File: src/rtl/dbg_inj.sv
// dbg_inj: logic-analyzer driven stimulus injector.
// The host loads samples one at a time over LA bits using a toggle/ack
// handshake. Samples are buffered in a small FIFO and replayed as a
// valid-qualified stream, one sample per rate tick.
//
// Optional feature: define DBG_INJ_STATS_EN to implement the overflow,
// underflow and sent-sample statistics. Without it those LA status bits
// read 0 and the underflow condition has no effect.
module dbg_inj #(
    parameter int DATA_BW = 8,
    parameter int DEPTH   = 16,
    parameter int RATE_BW = 16
) (
    input  logic                clk_i,
    input  logic                rst_n_i,
    input  logic [127:0]        la_data_in_i,
    input  logic [127:0]        la_oenb_i,
    output logic [127:0]        la_data_out_o,
    output logic [DATA_BW-1:0]  inj_data_o,
    output logic                inj_valid_o
);

    // FIFO pointer width and count width (count needs to reach DEPTH)
    localparam int AW = (DEPTH > 1) ? $clog2(DEPTH) : 1;
    localparam int CW = $clog2(DEPTH) + 1;
    // The rate field starts at bit 18 and may not extend past bit 63
    localparam int RATE_HI = ((16 + RATE_BW) > 63) ? 63 : (16 + RATE_BW);

    // ------------------------------------------------------------------
    // LA input gating: every LA input reads 0 while the injector is off
    // ------------------------------------------------------------------
    logic [127:0] la_in;

    genvar gi;
    generate
        for (gi = 0; gi < 128; gi++) begin : g_la_gate
            assign la_in[gi] = la_data_in_i[gi] & la_oenb_i[0];
        end
    endgenerate

    // Field decode of the gated LA word
    logic               wr_toggle;
    logic [DATA_BW-1:0] wr_data;
    logic               play;
    logic               clear;
    logic [RATE_BW-1:0] rate_n;

    assign wr_toggle = la_in[0];
    assign wr_data   = la_in[DATA_BW:1];
    assign play      = la_in[16];
    assign clear     = la_in[17];
    assign rate_n    = RATE_BW'(la_in[RATE_HI:18]);

    // Bits of the LA bus that carry no function in this block
    logic unused_bits;
    assign unused_bits = ^{la_oenb_i[127:1], la_in};

    // ------------------------------------------------------------------
    // State
    // ------------------------------------------------------------------
    logic               sync1_reg;
    logic               sync2_reg;
    logic               prev_reg;
    logic               ack_reg;
    logic [AW-1:0]      wr_ptr_reg;
    logic [AW-1:0]      rd_ptr_reg;
    logic [CW-1:0]      count_reg;
    logic [CW-1:0]      count_next;
    logic [RATE_BW-1:0] rc_reg;
    logic [DATA_BW-1:0] inj_data_reg;
    logic               inj_valid_reg;

    logic [DATA_BW-1:0] mem [DEPTH];

    // Status derived from the pre-edge occupancy
    logic full;
    logic empty;
    logic push;
    logic push_ok;
    logic tick;
    logic pop;

    assign full    = (count_reg == CW'(DEPTH));
    assign empty   = (count_reg == '0);
    // A toggle edge seen at the synchronizer output is one push request
    assign push    = sync2_reg ^ prev_reg;
    // Pushes are dropped while clearing or when the FIFO is already full
    assign push_ok = push & ~clear & ~full;
    // Rate tick: first cycle of play, then every N+1 cycles; never during clear
    assign tick    = play & ~clear & (rc_reg == '0);
    // A pop needs data already present before this edge
    assign pop     = tick & ~empty;

    // ------------------------------------------------------------------
    // Push path: toggle synchronizer, edge detect history and ack
    // ------------------------------------------------------------------
    // Synchronize the host toggle and echo each detected push on ack
    always_ff @(posedge clk_i) begin
        if (!rst_n_i) begin
            sync1_reg <= 1'b0;
            sync2_reg <= 1'b0;
            prev_reg  <= 1'b0;
            ack_reg   <= 1'b0;
        end else begin
            sync1_reg <= wr_toggle;
            sync2_reg <= sync1_reg;
            prev_reg  <= sync2_reg;
            if (push) begin
                ack_reg <= ~ack_reg;
            end
        end
    end

    // ------------------------------------------------------------------
    // FIFO storage and bookkeeping
    // ------------------------------------------------------------------
    // Sample storage; wr_data is taken straight from the LA bus on the push edge
    always_ff @(posedge clk_i) begin
        if (rst_n_i && push_ok) begin
            mem[wr_ptr_reg] <= wr_data;
        end
    end

    // Occupancy update; simultaneous push and pop leaves the count unchanged
    always_comb begin
        count_next = count_reg;
        case ({push_ok, pop})
            2'b10:   count_next = count_reg + 1'b1;
            2'b01:   count_next = count_reg - 1'b1;
            default: count_next = count_reg;
        endcase
    end

    // Pointers wrap naturally because DEPTH is a power of two
    always_ff @(posedge clk_i) begin
        if (!rst_n_i) begin
            wr_ptr_reg <= '0;
            rd_ptr_reg <= '0;
            count_reg  <= '0;
        end else if (clear) begin
            wr_ptr_reg <= '0;
            rd_ptr_reg <= '0;
            count_reg  <= '0;
        end else begin
            if (push_ok) begin
                wr_ptr_reg <= wr_ptr_reg + 1'b1;
            end
            if (pop) begin
                rd_ptr_reg <= rd_ptr_reg + 1'b1;
            end
            count_reg <= count_next;
        end
    end

    // ------------------------------------------------------------------
    // Rate counter
    // ------------------------------------------------------------------
    // Reload with N on each tick, count down otherwise, idle at 0 when stopped
    always_ff @(posedge clk_i) begin
        if (!rst_n_i) begin
            rc_reg <= '0;
        end else if (!play || clear) begin
            rc_reg <= '0;
        end else if (rc_reg == '0) begin
            rc_reg <= rate_n;
        end else begin
            rc_reg <= rc_reg - 1'b1;
        end
    end

    // ------------------------------------------------------------------
    // Output stream
    // ------------------------------------------------------------------
    // Registered read of the head sample; data holds between strobes
    always_ff @(posedge clk_i) begin
        if (!rst_n_i) begin
            inj_valid_reg <= 1'b0;
            inj_data_reg  <= '0;
        end else begin
            inj_valid_reg <= pop;
            if (pop) begin
                inj_data_reg <= mem[rd_ptr_reg];
            end
        end
    end

    assign inj_valid_o = inj_valid_reg;
    assign inj_data_o  = inj_data_reg;

    // ------------------------------------------------------------------
    // Optional statistics
    // ------------------------------------------------------------------
    logic        ovf_bit;
    logic        udf_bit;
    logic [15:0] sent_bits;

`ifdef DBG_INJ_STATS_EN
    logic        ovf_reg;
    logic        udf_reg;
    logic [15:0] sent_cnt_reg;

    // Sticky overflow/underflow flags and a wrapping count of emitted samples
    always_ff @(posedge clk_i) begin
        if (!rst_n_i) begin
            ovf_reg      <= 1'b0;
            udf_reg      <= 1'b0;
            sent_cnt_reg <= '0;
        end else if (clear) begin
            ovf_reg      <= 1'b0;
            udf_reg      <= 1'b0;
            sent_cnt_reg <= '0;
        end else begin
            if (push && full) begin
                ovf_reg <= 1'b1;
            end
            // Running dry only counts once something has been sent
            if (tick && empty && (sent_cnt_reg != 16'd0)) begin
                udf_reg <= 1'b1;
            end
            if (pop) begin
                sent_cnt_reg <= sent_cnt_reg + 16'd1;
            end
        end
    end

    assign ovf_bit   = ovf_reg;
    assign udf_bit   = udf_reg;
    assign sent_bits = sent_cnt_reg;
`else
    assign ovf_bit   = 1'b0;
    assign udf_bit   = 1'b0;
    assign sent_bits = 16'd0;
`endif

    // ------------------------------------------------------------------
    // LA status word
    // ------------------------------------------------------------------
    // Pack handshake, occupancy and statistics; unused bits read 0
    always_comb begin
        la_data_out_o        = '0;
        la_data_out_o[0]     = ack_reg;
        la_data_out_o[7:1]   = 7'(count_reg);
        la_data_out_o[8]     = full;
        la_data_out_o[9]     = empty;
        la_data_out_o[10]    = ovf_bit;
        la_data_out_o[11]    = udf_bit;
        la_data_out_o[27:12] = sent_bits;
    end

endmodule

File: config.mk
export PLATFORM = sky130hd
export DESIGN_NAME = dbg_inj
export DESIGN_NICKNAME = d
export VERILOG_FILES = /design/src/rtl/dbg_inj.sv
export SDC_FILE = /design/constraint.sdc
export NUM_CORES = 1
export LEC_CHECK = 0
export BUFFER_PORTS_ARGS = -buffer_cell sky130_fd_sc_hd__buf_2
export CAP_MARGIN = 20
export CORE_AREA = 5 5 149 151
export CTS_CLUSTER_SIZE = 28
export DETAILED_ROUTE_END_ITERATION = 10
export DIE_AREA = 0 0 154 156
export HOLD_SLACK_MARGIN = 0.15
export PLACE_DENSITY = 0.7
export SETUP_SLACK_MARGIN = 0.2
export SKIP_LAST_GASP = 1
export SYNTH_ARGS = -nofsm -noshare
export SYNTH_HDL_FRONTEND = slang
export SYNTH_SLANG_ARGS = --single-unit
File: constraint.sdc
create_clock -name clk_i -period 4.98 [get_ports clk_i]
set_clock_uncertainty 0.1 [all_clocks]
set_input_delay 0.996 -clock clk_i [delete_from_list [all_inputs] [get_ports clk_i]]
set_output_delay 0.996 -clock clk_i [all_outputs]
set_load 0.02 [all_outputs]
* Word-level counts from Yosys, hierarchy flattened
Memory sizes are Yosys's and may differ from the RTL's. A register that Yosys moved wholly into a read port is not among the register bits.
Cells that the tools add are included.
** Operators by class
- Add/sub/neg operators :: 5
- Equal/unequal tests :: 3
- Muxes and demuxes :: 4
- Bitwise logic cells :: 37
- Reduce and logical (&&, ||, !) cells :: 10
** Operators by type and width (number)
- 1-bit bitwise AND :: 31
- 16-bit logical NOT :: 1
- 16-bit by 1-bit subtractor with 16-bit output (second input constant) :: 1
- 15-bit 2-to-1 mux :: 1
- 5-bit one-hot mux with 2 select lines :: 1
- 4-bit by 1-bit adder with 4-bit output (second input constant) :: 2
- 5-bit by 1-bit adder with 5-bit output (second input constant) :: 1
- 5-bit equality test (second input constant) :: 1
- 5-bit logical NOT :: 1
- 1-bit NOT :: 5
- 5-bit by 1-bit subtractor with 5-bit output (second input constant) :: 1
- 2-bit OR reduction :: 2
- 3-bit OR reduction :: 1
- 2-bit by 1-bit equality test with 1-bit output (second input constant) :: 1
- 2-bit equality test (second input constant) :: 1
- 1-bit logical NOT :: 2
- 1-bit 2-to-1 mux :: 2
- 2-bit nonzero test :: 1
- 1-bit logical AND :: 1
- 1-bit logical OR :: 1
- 1-bit XOR :: 1
** Word-level totals
- Flip-flop bits (word level) :: 34
- Bits in writable memories :: 128
- Word-level logic and storage cells :: 70
- Memories kept :: 1
** Memories
- mem :: depth 16, bits a word 8, read ports 1, clocked after memory_dff 1, write ports 1, RTL line 73 : logic [DATA_BW-1:0] mem [DEPTH];

* Logic depth before layout (Yosys ltp)
- Depth in word-level cells :: 7
- Mapped depth :: 13
- Depth with buffers taken out :: 13

* Least setup slack after synthesis
OpenSTA, ideal clock, no wires.
- Path type :: register to register
- Start point :: register rc_reg[5]
- End point :: register count_reg[4]
- Library setup time :: 0.071 ns
- Arrival :: 3.176 ns
- Path slack :: 1.633 ns
- Cell stages (with the launch flop) :: 14
- Buffers on the path :: 1
- Clock period less this slack :: 3.347 ns
- Cells stage by stage :: dfxtp_1 > or4_1 > buf_2 > nor3_1 > nand3_1 > nor3_1 > ha_1 > inv_1 > fa_1 > nor2b_1 > o21ai_0 > nor4b_1 > or3_1 > a21oi_1
** Between the ends
- Word-level cells in the longest chain between the ends :: 5
- Elaborated cells between the ends (all ways) :: 7
- Classes of those cells :: 2 x eq/ne; 1 x mux; 2 x bitwise; 2 x reduce/logical
** Ends and longest elaborated chain
- start: declaration :: RTL line 69 : logic [RATE_BW-1:0] rc_reg;
- start signal: assignment :: RTL line 165 : rc_reg <= rate_n;
- start signal: assignment :: RTL line 167 : rc_reg <= rc_reg - 1'b1;
- 16-bit logical NOT (*) :: RTL line 90 : assign tick = play & ~clear & (rc_reg == '0);
- 1-bit bitwise AND (*) :: RTL line 90
- 1-bit bitwise AND (*) :: RTL line 92 : assign pop = tick & ~empty;
- net pop :: RTL line 81 : logic pop;
- 2-bit by 1-bit equality test with 1-bit output or 2-bit equality test (tied branches) :: RTL line 127 : case ({push_ok, pop})
- 5-bit one-hot mux with 2 select lines or 2-bit nonzero test (tied branches)
- end signal: assignment :: RTL line 151 : count_reg <= count_next;
- end: declaration :: RTL line 67 : logic [CW-1:0] count_reg;
The timed path passes the listed nets; every way through them passes the cells marked *.
A chain may end at the register's enable or synchronous reset.

* Worst setup path after layout
Ends and elaborated chain as after synthesis.

==> impl_metrics.py <==
metrics = {
    "outcome": {
        "status": "complete, no violations",
    },
    "floorplan": {
        "die_area_mm2": 0.02402,
        "die_h_um": 156,
        "initial_core_util_pct": 38.85,
        "core_area_mm2": 0.02069,
        "ios": 395,
        "die_w_um": 154,
        "rows": 53,
    },
    "detailed_routing": {
        "wl_met2_um": 7457,
        "met1_length_um": 6144,
        "num_vias": 4388,
        "drc": 0,
        "top_layer": "met4",
        "ant_nets": 0,
        "drt_iter0_drc": 258,
        "via_per_inst": 4.703,
        "met3_wirelength_um": 1619,
        "wl_um": 15410,
        "dr.pass1.iters": 4,
        "wl_per_cell_um": 16.52,
    },
    "power_and_ir_drop": {
        "p_seq_share_pct": 46.8,
        "power.total_mw": 3.281,
        "power_leakage_nw": 3.158,
        "switchingPower_mw": 0.7782,
        "sw_frac_of_total_pct": 23.72,
        "power_density_mw_per_mm2": 375.3,
        "internal_power_mw": 2.502,
        "power_frac_comb_pct": 8.1,
        "p_clk_share_pct": 45.1,
        "ir_drop_mv": 0.2432,
    },
    "clock_tree": {
        "cts.path.max_buffers": 2,
        "cts_tree": "yes",
        "cts_resized": 0,
        "cts_setup_buffers": 0,
        "clock-sinks": 170,
        "cts_buffers": 17,
        "clock_latency_ps": 420,
        "clock-root-buffer": "clkbuf_16",
        "cts.clk_slew.worst_paths_ps": 70,
        "htreeDepth": 4,
        "postCtsHoldBufs": 0,
    },
    "setup_path": {
        "crit_path_start_kind": "flip-flop",
        "crit_buf_inv": 1,
        "cp_common_cell": "nor3_1",
        "crit_fanout": 6,
        "end_kind": "flip-flop",
        "path_cells": "or4_1 -> nor3_1 -> nand3_1 -> nor3_1 -> ha_1 -> inv_1 -> fa_1 -> nor2b_1 -> o21ai_0 -> nor4b_1 -> or3_1 -> a21oi_1",
        "crit_required_ps": 5230,
        "crit_path_top_delay_cell": "or4_1",
        "arrival_ps": 3940,
        "crit_family": "simple AND/OR/NAND/NOR gates",
        "path_class": "flip-flop to flip-flop",
        "slowest_delay_ps": 640,
    },
    "synthesis": {
        "synthXorXnorAreaFrac_pct": 1.852,
        "synth_adder_area_share_pct": 1.961,
        "muxShareOfSynthArea_pct": 10.52,
        "netlist_instances": 605,
        "syn_area_mm2": 0.008038,
        "ys_ff_latch": 170,
        "yosysWarnings": 0,
        "synth-compound-area-share_pct": 5.246,
        "synthArstFlopShare_pct": 0,
        "synthDistinctLibCells": 48,
        "ys.flop_type": "edfxtp_1",
        "synth_edf_count": 128,
        "synth_top_family_by_area": "buffers and inverters",
        "avgSynthCellArea_um2": 13.29,
        "seq_area_frac_synth_pct": 58.28,
        "synth-simple-area-share_pct": 8.515,
    },
    "timing": {
        "max_freq_mhz": 270.8,
        "grt_setup_unrepaired": "false",
        "drv_slew": 0,
        "finalSetupViolations": 0,
        "slew-limit-headroom_pct": 31.30,
        "hold_violations": 0,
        "whs_ps": 340.9,
        "setup_tns_ps": 0,
        "post-route-min-period_ps": 3693,
        "worstMarginPinSlew_ps": 1031,
        "period_share_pct": 74.16,
    },
    "final_layout": {
        "antenna_cells": 0,
        "final_util_pct": 42.25,
        "area_delta_synth_final_pct": 8.748,
        "num-fill-cells": 1863,
        "nNetsFinal": 915,
        "final_cells": 933,
        "layout-drive-gt1-share_pct": 17.63,
        "largest_reg_flops": 128,
    },
    "placement": {
        "dp_hpwl_um": 10230,
        "gp_congestion": 0.7744,
        "numPlacedInstances": 900,
        "io_buffers": 45,
    },
    "hold_path": {
        "hold_class": "flip-flop to flip-flop",
    },
    "job": {
        "max_cap_violations": 0,
    },
    "grt": {
        "grt_start_max_net_pins": 39,
        "grt_usage_pct": 12.67,
        "overflow": 0,
        "grt_pass1_wl_um": 23340,
        "grt_pass1_vias": 4097,
        "antenna_found_initial": 0,
    },
}
==> through the flow <==
step,setup slack (ps),instance area (um2)
after detailed placement,905.0,8055
after global placement,941.2,8055
after global routing,850.4,8741
after floorplan,1633,8484
final,1287,8741
after CTS,1246,8713
==> power groups by stage <==
stage	Combinational (mW)	Clock, mW	Sequential [mW]
final	0.267	1.48	1.54
after global routing	0.295	1.57	1.54
after CTS	0.266	1.50	1.54
after detailed placement	0.265	0	1.57
after global placement	0.264	0	1.57
after floorplan	0.295	0	1.57
==> cell families (layout without fill, tap and decap cells) <==
family / Yosys count / after routing
flip-flops: 170 / 170
buffers and inverters: 162 / 96
AND/OR/NAND/NOR: 126 / 126
AO/OA/AOI/OAI: 65 / 65
multiplexers: 52 / 52
XOR/XNOR: 17 / 17
adder cells (fa/ha/maj): 12 / 12
other: 1 / 120
==> cells in the final DEF (no fill, tap or decap), types with 10 or more instances in the layout <==
cell type    n
nor2_1      32
a21oi_1     19
nand2_1     20
mux4_2      26
mux2i_1     26
buf_2       45
clkbuf_16   17
ha_1        11
nor3_1      10
dfxtp_1     40
and2_1      14
nand3_1     10
edfxtp_1   128
inv_1       12
conb_1     120
==> final cells by class <==
cell class / instances / area [um2] / share of cell area (%)
Clock buffer: 18 / 429.2 / 4.910
Tap cell: 275 / 344.1 / 3.936
Multi-Input combinational cell: 392 / 2709 / 30.99
Inverter: 12 / 45.04 / 0.5153
Clock inverter: 14 / 229.0 / 2.620
Sequential cell: 170 / 4687 / 53.62
Timing Repair Buffer: 52 / 297.8 / 3.407
==> per-layer routing <==
| layer | track usage [%] | up-vias |
|---|---|---|
| li1 | - | 2072 |
| met1 | 16.57 | 2101 |
| met2 | 20.94 | 202 |
| met3 | 3.273 | 13 |
| met4 | 3.701 | 0 |
| met5 | 0 | - |
==> synth_stat cells, types with 7 or more instances <==
cell / count / area, um2
a21oi_1: 19 / 95.09
o21ai_0: 7 / 35.03
ha_1: 11 / 137.6
xnor2_1: 9 / 78.83
and2_1: 14 / 87.58
a211oi_1: 9 / 67.56
clkbuf_1: 17 / 63.81
nor2_1: 32 / 120.1
nor3_1: 10 / 50.05
mux2i_1: 26 / 260.3
xor2_1: 8 / 70.07
a221oi_1: 7 / 61.31
nand2_1: 20 / 75.07
nand3_1: 10 / 50.05
mux4_2: 26 / 585.6
inv_1: 12 / 45.04
dfxtp_1: 42 / 840.8
buf_4: 123 / 923.4
edfxtp_1: 128 / 3844
==> final timing paths <==
path	start	end	slack, ps	cells after the start
max	rc_reg[5]	count_reg[4]	1290	12
min	sync1_reg	sync2_reg	340	1
max reg2reg	rc_reg[5]	count_reg[4]	1290	12
min reg2reg	sync1_reg	sync2_reg	340	1
Note: power is estimated with default switching activity, not from simulation.
